<file path="src/rtl/strcmp_core.sv">
// strcmp_core: two word FIFOs (string A / string B) feeding a byte-serial
// C-strcmp comparator. Optional ASCII case folding is compiled in when the
// macro STRCMP_CASE_FOLD_EN is defined; the default build compares raw bytes.
module strcmp_core #(
    parameter int FIFO_DEPTH = 16,
    parameter int PTR_W      = 4
) (
    input  logic        clock,
    input  logic        reset,
    input  logic [31:0] data_in,
    input  logic        fifo_write,
    input  logic        fifo_select,
    input  logic        go,
    input  logic        clear,
    output logic [31:0] result,
    output logic [15:0] match_index,
    output logic        done,
    output logic        busy,
    output logic        fifo_a_full,
    output logic        fifo_b_full,
    output logic        overflow
);
    localparam int CNT_W = PTR_W + 1;
    localparam int IDX_W = PTR_W + 3;
    localparam logic [CNT_W-1:0] CNT_FULL = CNT_W'(FIFO_DEPTH);
    localparam logic [IDX_W-1:0] IDX_END  = IDX_W'(4 * FIFO_DEPTH);

    typedef enum logic [1:0] {
        ST_IDLE    = 2'd0,
        ST_COMPARE = 2'd1,
        ST_DONE    = 2'd2
    } state_t;

    // Select byte lane 'sel' of a packed word; lane 0 is the first character.
    function automatic logic [7:0] pick_byte(input logic [31:0] word, input logic [1:0] sel);
        logic [7:0] b;
        case (sel)
            2'd0:    b = word[7:0];
            2'd1:    b = word[15:8];
            2'd2:    b = word[23:16];
            default: b = word[31:24];
        endcase
        return b;
    endfunction

`ifdef STRCMP_CASE_FOLD_EN
    // Map 'A'..'Z' onto 'a'..'z'; every other byte passes through.
    function automatic logic [7:0] fold_byte(input logic [7:0] b);
        logic [7:0] f;
        if ((b >= 8'h41) && (b <= 8'h5A)) begin
            f = b + 8'h20;
        end else begin
            f = b;
        end
        return f;
    endfunction
`endif

    state_t             state_q, state_d;
    logic [CNT_W-1:0]   cnt_a_q, cnt_a_d, cnt_b_q, cnt_b_d;
    logic [IDX_W-1:0]   idx_q, idx_d;
    logic               decided_q, decided_d;
    logic [31:0]        result_q, result_d;
    logic [IDX_W-1:0]   match_q, match_d;
    logic               overflow_q, overflow_d;
    logic [31:0]        mem_a_q [FIFO_DEPTH];
    logic [31:0]        mem_b_q [FIFO_DEPTH];

    logic [PTR_W-1:0]   word_sel_s;
    logic               in_range_s;
    logic [7:0]         a_raw_s, b_raw_s, a_cmp_s, b_cmp_s;
    logic [8:0]         diff_s;
    logic               wr_ok_s, wr_a_s, wr_b_s, wr_drop_s;

    // Fetch byte i of each string; bytes past the written words read as NUL.
    always_comb begin
        word_sel_s = idx_q[PTR_W+1:2];
        in_range_s = (idx_q < IDX_END);
        if (in_range_s && ({1'b0, word_sel_s} < cnt_a_q)) begin
            a_raw_s = pick_byte(mem_a_q[word_sel_s], idx_q[1:0]);
        end else begin
            a_raw_s = 8'h00;
        end
        if (in_range_s && ({1'b0, word_sel_s} < cnt_b_q)) begin
            b_raw_s = pick_byte(mem_b_q[word_sel_s], idx_q[1:0]);
        end else begin
            b_raw_s = 8'h00;
        end
`ifdef STRCMP_CASE_FOLD_EN
        a_cmp_s = fold_byte(a_raw_s);
        b_cmp_s = fold_byte(b_raw_s);
`else
        a_cmp_s = a_raw_s;
        b_cmp_s = b_raw_s;
`endif
        diff_s = {1'b0, a_cmp_s} - {1'b0, b_cmp_s};
    end

    // Write acceptance: only in IDLE, only into a non-full FIFO; clear wins.
    always_comb begin
        wr_ok_s   = fifo_write && !clear && (state_q == ST_IDLE);
        wr_a_s    = wr_ok_s && !fifo_select && (cnt_a_q != CNT_FULL);
        wr_b_s    = wr_ok_s &&  fifo_select && (cnt_b_q != CNT_FULL);
        wr_drop_s = fifo_write && !clear && !(wr_a_s || wr_b_s);
    end

    // Next-state logic for the control FSM, counters and result registers.
    always_comb begin
        state_d    = state_q;
        cnt_a_d    = cnt_a_q;
        cnt_b_d    = cnt_b_q;
        idx_d      = idx_q;
        decided_d  = decided_q;
        result_d   = result_q;
        match_d    = match_q;
        overflow_d = overflow_q;
        if (clear) begin
            state_d    = ST_IDLE;
            cnt_a_d    = {CNT_W{1'b0}};
            cnt_b_d    = {CNT_W{1'b0}};
            decided_d  = 1'b0;
            overflow_d = 1'b0;
        end else begin
            cnt_a_d    = wr_a_s ? (cnt_a_q + CNT_W'(1)) : cnt_a_q;
            cnt_b_d    = wr_b_s ? (cnt_b_q + CNT_W'(1)) : cnt_b_q;
            overflow_d = overflow_q | wr_drop_s;
            case (state_q)
                ST_IDLE, ST_DONE: begin
                    if (go) begin
                        state_d   = ST_COMPARE;
                        idx_d     = {IDX_W{1'b0}};
                        decided_d = 1'b0;
                    end else begin
                        state_d   = state_q;
                    end
                end
                ST_COMPARE: begin
                    // The decision is registered one cycle before DONE is entered.
                    if (decided_q) begin
                        state_d = ST_DONE;
                    end else if (!in_range_s) begin
                        result_d  = 32'h0000_0000;
                        match_d   = IDX_END;
                        decided_d = 1'b1;
                    end else if (a_cmp_s != b_cmp_s) begin
                        result_d  = {{23{diff_s[8]}}, diff_s};
                        match_d   = idx_q;
                        decided_d = 1'b1;
                    end else if (a_cmp_s == 8'h00) begin
                        result_d  = 32'h0000_0000;
                        match_d   = idx_q;
                        decided_d = 1'b1;
                    end else begin
                        idx_d = idx_q + IDX_W'(1);
                    end
                end
                default: begin
                    state_d = ST_IDLE;
                end
            endcase
        end
    end

    // Control and result registers with synchronous active-high reset.
    always_ff @(posedge clock) begin
        if (reset) begin
            state_q    <= ST_IDLE;
            cnt_a_q    <= {CNT_W{1'b0}};
            cnt_b_q    <= {CNT_W{1'b0}};
            idx_q      <= {IDX_W{1'b0}};
            decided_q  <= 1'b0;
            result_q   <= 32'h0000_0000;
            match_q    <= {IDX_W{1'b0}};
            overflow_q <= 1'b0;
        end else begin
            state_q    <= state_d;
            cnt_a_q    <= cnt_a_d;
            cnt_b_q    <= cnt_b_d;
            idx_q      <= idx_d;
            decided_q  <= decided_d;
            result_q   <= result_d;
            match_q    <= match_d;
            overflow_q <= overflow_d;
        end
    end

    // FIFO storage; contents past the count are never read, so no reset needed.
    always_ff @(posedge clock) begin
        if (wr_a_s) begin
            mem_a_q[cnt_a_q[PTR_W-1:0]] <= data_in;
        end
        if (wr_b_s) begin
            mem_b_q[cnt_b_q[PTR_W-1:0]] <= data_in;
        end
    end

    assign result      = result_q;
    assign match_index = {{(16-IDX_W){1'b0}}, match_q};
    assign done        = (state_q == ST_DONE);
    assign busy        = (state_q == ST_COMPARE);
    assign fifo_a_full = (cnt_a_q == CNT_FULL);
    assign fifo_b_full = (cnt_b_q == CNT_FULL);
    assign overflow    = overflow_q;

endmodule

</file>
<file path="config.mk">
export PLATFORM = sky130hd
export DESIGN_NAME = strcmp_core
export DESIGN_NICKNAME = d
export VERILOG_FILES = /design/src/rtl/strcmp_core.sv
export SDC_FILE = /design/constraint.sdc
export NUM_CORES = 1
export LEC_CHECK = 0
export CAP_MARGIN = 20
export CORE_MARGIN = 2
export CORE_UTILIZATION = 40
export CTS_CLUSTER_DIAMETER = 150
export DETAILED_ROUTE_END_ITERATION = 16
export PLACE_DENSITY = 0.57
export SLEW_MARGIN = 20
export SYNTH_ARGS = -nofsm -noshare
export SYNTH_HDL_FRONTEND = slang
export SYNTH_SLANG_ARGS = --single-unit
</file>
<file path="constraint.sdc">
create_clock -name clock -period 5.3 [get_ports clock]
set_clock_uncertainty 0.1 [all_clocks]
set_input_delay 0.53 -clock clock [delete_from_list [all_inputs] [get_ports clock]]
set_output_delay 0.53 -clock clock [all_outputs]
set_load 0.02 [all_outputs]
</file>
==> results by group <==
Run status
  • Status: complete, no violations

STA
  • Worst hold margin: 269 ps
  • Max-slew headroom: 32.5%
  • Setup WS post-layout: 302 ps
  • Slew Limit Fails: 0
  • Finish-stage setup viols: 0
  • Final period utilization: 94.3%
  • Final hold violation count: 0
  • Minimum clock period: 5000 ps
  • Fmax: 200 MHz
  • RSZ-0062 raised after global routing: false
  • Worst-Margin Slew: 1010 ps
  • Setup TNS: 0 ps

Final layout
  • Commonest non-fill, non-tap cells in the layout: edfxtp_1, mux2i_1, mux4_2
  • Layout fillers: 8805
  • Most common cell after layout, fill and taps aside: edfxtp_1
  • Layout cells sized above 1: 21.7%
  • Synthesis-to-layout area growth: 14.3%
  • Layout Cell Area excl Fill: 0.0481 mm2
  • Nets@finish: 2339

Clock tree
  • Clock buffer depth: 3
  • CTS root buf: clkbuf_16
  • Clock Latency Late Sink: 690 ps
  • Total clock sinks: 1065
  • Num CTS Buffers: 106
  • Clock transition at path regs: 60 ps
  • TritonCTS clock tree: built
  • Htree depth: 3

Critical path
  • Critical Path AT: 5490 ps
  • Crit start category: flip-flop
  • Kind of critical path: flip-flop to flip-flop
  • Slowest stage delay, CP: 700 ps
  • Cells along the critical path: inv_1 -> ha_1 -> nand2b_1 -> a21oi_1 -> nand3_1 -> nand3_1 -> nor4_2 -> nor3_1 -> ha_1 -> nand4_1 -> or4_1 -> a21oi_2 -> nor2_1 -> o221ai_1
  • Req. time, crit path: 5790 ps
  • Worst Setup SP: idx_q[1]$_SDFFE_PP0P_
  • Worst Setup End Kind: flip-flop
  • Critical-path maximum fanout: 17
  • Reg-to-reg startpoint: idx_q[1]$_SDFFE_PP0P_
  • Critical path's slowest cell: ha_1

Pwr
  • Net switching power: 0.00334 W
  • PwrDens: 350 mW/mm2
  • Lkg Pwr: 14.4 nW
  • Worst VDD drop: 0.000247 V
  • Net Sw Frac: 19.8%
  • Pint: 0.0135 W
  • Comb pwr share: 1.6%
  • Clock power share: 43.5%
  • Share of power burned in registers: 54.9%

Place
  • Setup Slack @ Placement: 88.6 ps
  • DP HPWL: 58700 um
  • Placed Area: 0.0449 mm2
  • Final GP Congestion: 0.835
  • Port bufs: 81

Logic synthesis
  • Mapped Area: 0.0421 mm2
  • Ys flop type: edfxtp_1
  • Top cell type's share of synthesized area: 73.0%
  • Post-synthesis instance total: 2129
  • Synth area leaders: edfxtp_1, mux4_2, mux2i_1
  • Asr flop ratio synth: 0%
  • Post-synth cell types: 66
  • YS warnings: 0
  • Post-synth EDFFs: 1024
  • Synth area leader: edfxtp_1
  • Post-synthesis sequential area ratio: 74.9%
  • Seq cells post-synth: 1065
  • Avg Cell Area, Syn: 19.8 um2

Global routing
  • Global-route wire length before repair: 151000 um
  • Vias in the first global route: 21.5k
  • Initial antenna violation count: 5
  • Gr ovfl total: 0
  • Largest net degree at the start of global routing: 77
  • GRT Total Usage: 19.3%

Min path
  • Hold crit path type: primary input to flip-flop
  • Hold_sp: data_in[7]

Floorplan
  • Core Footprint: 0.105 mm2
  • Die X-Extent: 329 um
  • Die ar.: 0.108 mm2
  • IO Pins: 91
  • Row cnt: 119
  • Die height: 329 um
  • Starting Density: 40.2%

Job
  • Maximum capacitance violations: 0

Route
  • Residual DRC: 0
  • Routed WL per cell: 27.8 um
  • TritonRoute pass-1 iters: 5
  • Via Count: 21.0k
  • DRT Wirelength: 104000 um
  • Drt initial violations: 2239
  • Number of nets with antenna violations after routing: 0
  • Vias per cell: 5.60
-- cells in the mapped netlist (all sizes together), types with 5 or more instances --
| cell | instances |
|---|---|
| edfxtp | 1024 |
| mux2i | 203 |
| mux4 | 200 |
| buf | 96 |
| nand2 | 88 |
| a22oi | 69 |
| nor2 | 56 |
| nand3 | 52 |
| a21oi | 51 |
| clkbuf | 44 |
| dfxtp | 41 |
| ha | 26 |
| o21ai | 26 |
| nor3 | 20 |
| inv | 16 |
| nand2b | 13 |
| o211ai | 11 |
| xnor2 | 10 |
| a21o | 9 |
| nor2b | 8 |
| o22ai | 7 |
| or4 | 7 |
| nand4 | 6 |
| a31oi | 5 |
-- per-layer routing --
layer  global-route usage, %  vias to the layer above  share of wire [%]
met1                    26.6                    11200                 42
met2                    32.6                      633                 50
met3                    2.88                      164                5.6
li1                        -                     8938                  -
met4                    4.42                        4                2.1
met5                       0                        -              0.026
-- area by class of cell --
type | count | area [um2] | area share (%)
Sequential cell | 1065 | 31600 | 65.6
Antenna cell | 1 | 2.50 | 0.00520
Inverter | 18 | 67.6 | 0.140
Clock inverter | 57 | 621 | 1.29
Multi-Input combinational cell | 914 | 9890 | 20.5
Timing Repair Buffer | 169 | 1510 | 3.13
Tap cell | 1391 | 1740 | 3.61
Clock buffer | 128 | 2740 | 5.68
-- through the flow --
step / instances / power, W / util [%]
floorplan: 2137 / 0.00951 / -
CTS: 3742 / 0.0170 / 46.0
global route: 3742 / 0.0173 / 45.9
finish: 3743 / 0.0168 / 45.9
detailed placement: 3557 / 0.00970 / 42.8
global placement: 3557 / 0.00969 / 42.9
-- power by group through the flow --
stage          logic (W)  registers (W)  clock network (W)
2_1_floorplan  0.0000885        0.00942                  0
3_3_place_gp    0.000266        0.00943                  0
3_5_place_dp    0.000278        0.00943                  0
4_1_cts         0.000279        0.00925            0.00747
5_1_grt         0.000292        0.00924            0.00780
6_report        0.000269        0.00924            0.00732
-- logic make-up (layout without fill, tap and decap cells) --
group,Yosys count,in the layout,share of synthesized area [%]
compound gates,193,193,3.10
xor+xnor,14,14,0.291
fa+ha+maj,27,27,0.820
buf+inv,158,372,2.27
flops,1065,1065,74.9
mux,403,403,15.6
other cells,1,10,0.00890
simple gates,268,268,3.03
-- sequential cells by signal, summed over array words and instances, names as in the netlist, named ones only --
signal,cells
mem_b_q,512
mem_a_q,512
overflow,1
cnt_a_q,5
match_q,7
result,9
decided_q,1
idx_q,7
cnt_b_q,5
state_q,2
-- path summary, 6_finish.rpt --
| kind | depth (start not counted) | slack, ps | to |
|---|---|---|---|
| setup reg to reg | 14 | 300 | result[7]$_SDFFE_PP0P_ |
| setup / recovery | 14 | 300 | result[7]$_SDFFE_PP0P_ |
| hold / removal | 1 | 270 | mem_b_q[10][7]$_DFFE_PP_ |
| hold reg to reg | 2 | 390 | match_q[6]$_SDFFE_PP0P_ |
-- worst max-delay path: cells and delay by family, from the launching register on --
| kind | cells | cell delay [ps] |
|---|---|---|
| AOI/OAI and AO/OA | 3 | 1050 |
| adders and majority gates | 2 | 990 |
| and+or+nand+nor | 8 | 2270 |
| DFF | 1 | 370 |
| buffers and inverters | 1 | 120 |
-- what timing repair did --
| action | CTS | global route |
|---|---|---|
| resized for setup | 0 | 3 |
| hold endpoints to repair | 0 | 0 |
| buffers inserted | 0 | 0 |
| setup endpoints to repair | 0 | 19 |
| hold buffers | 0 | 0 |
Note: power is estimated with default switching activity, not from simulation.
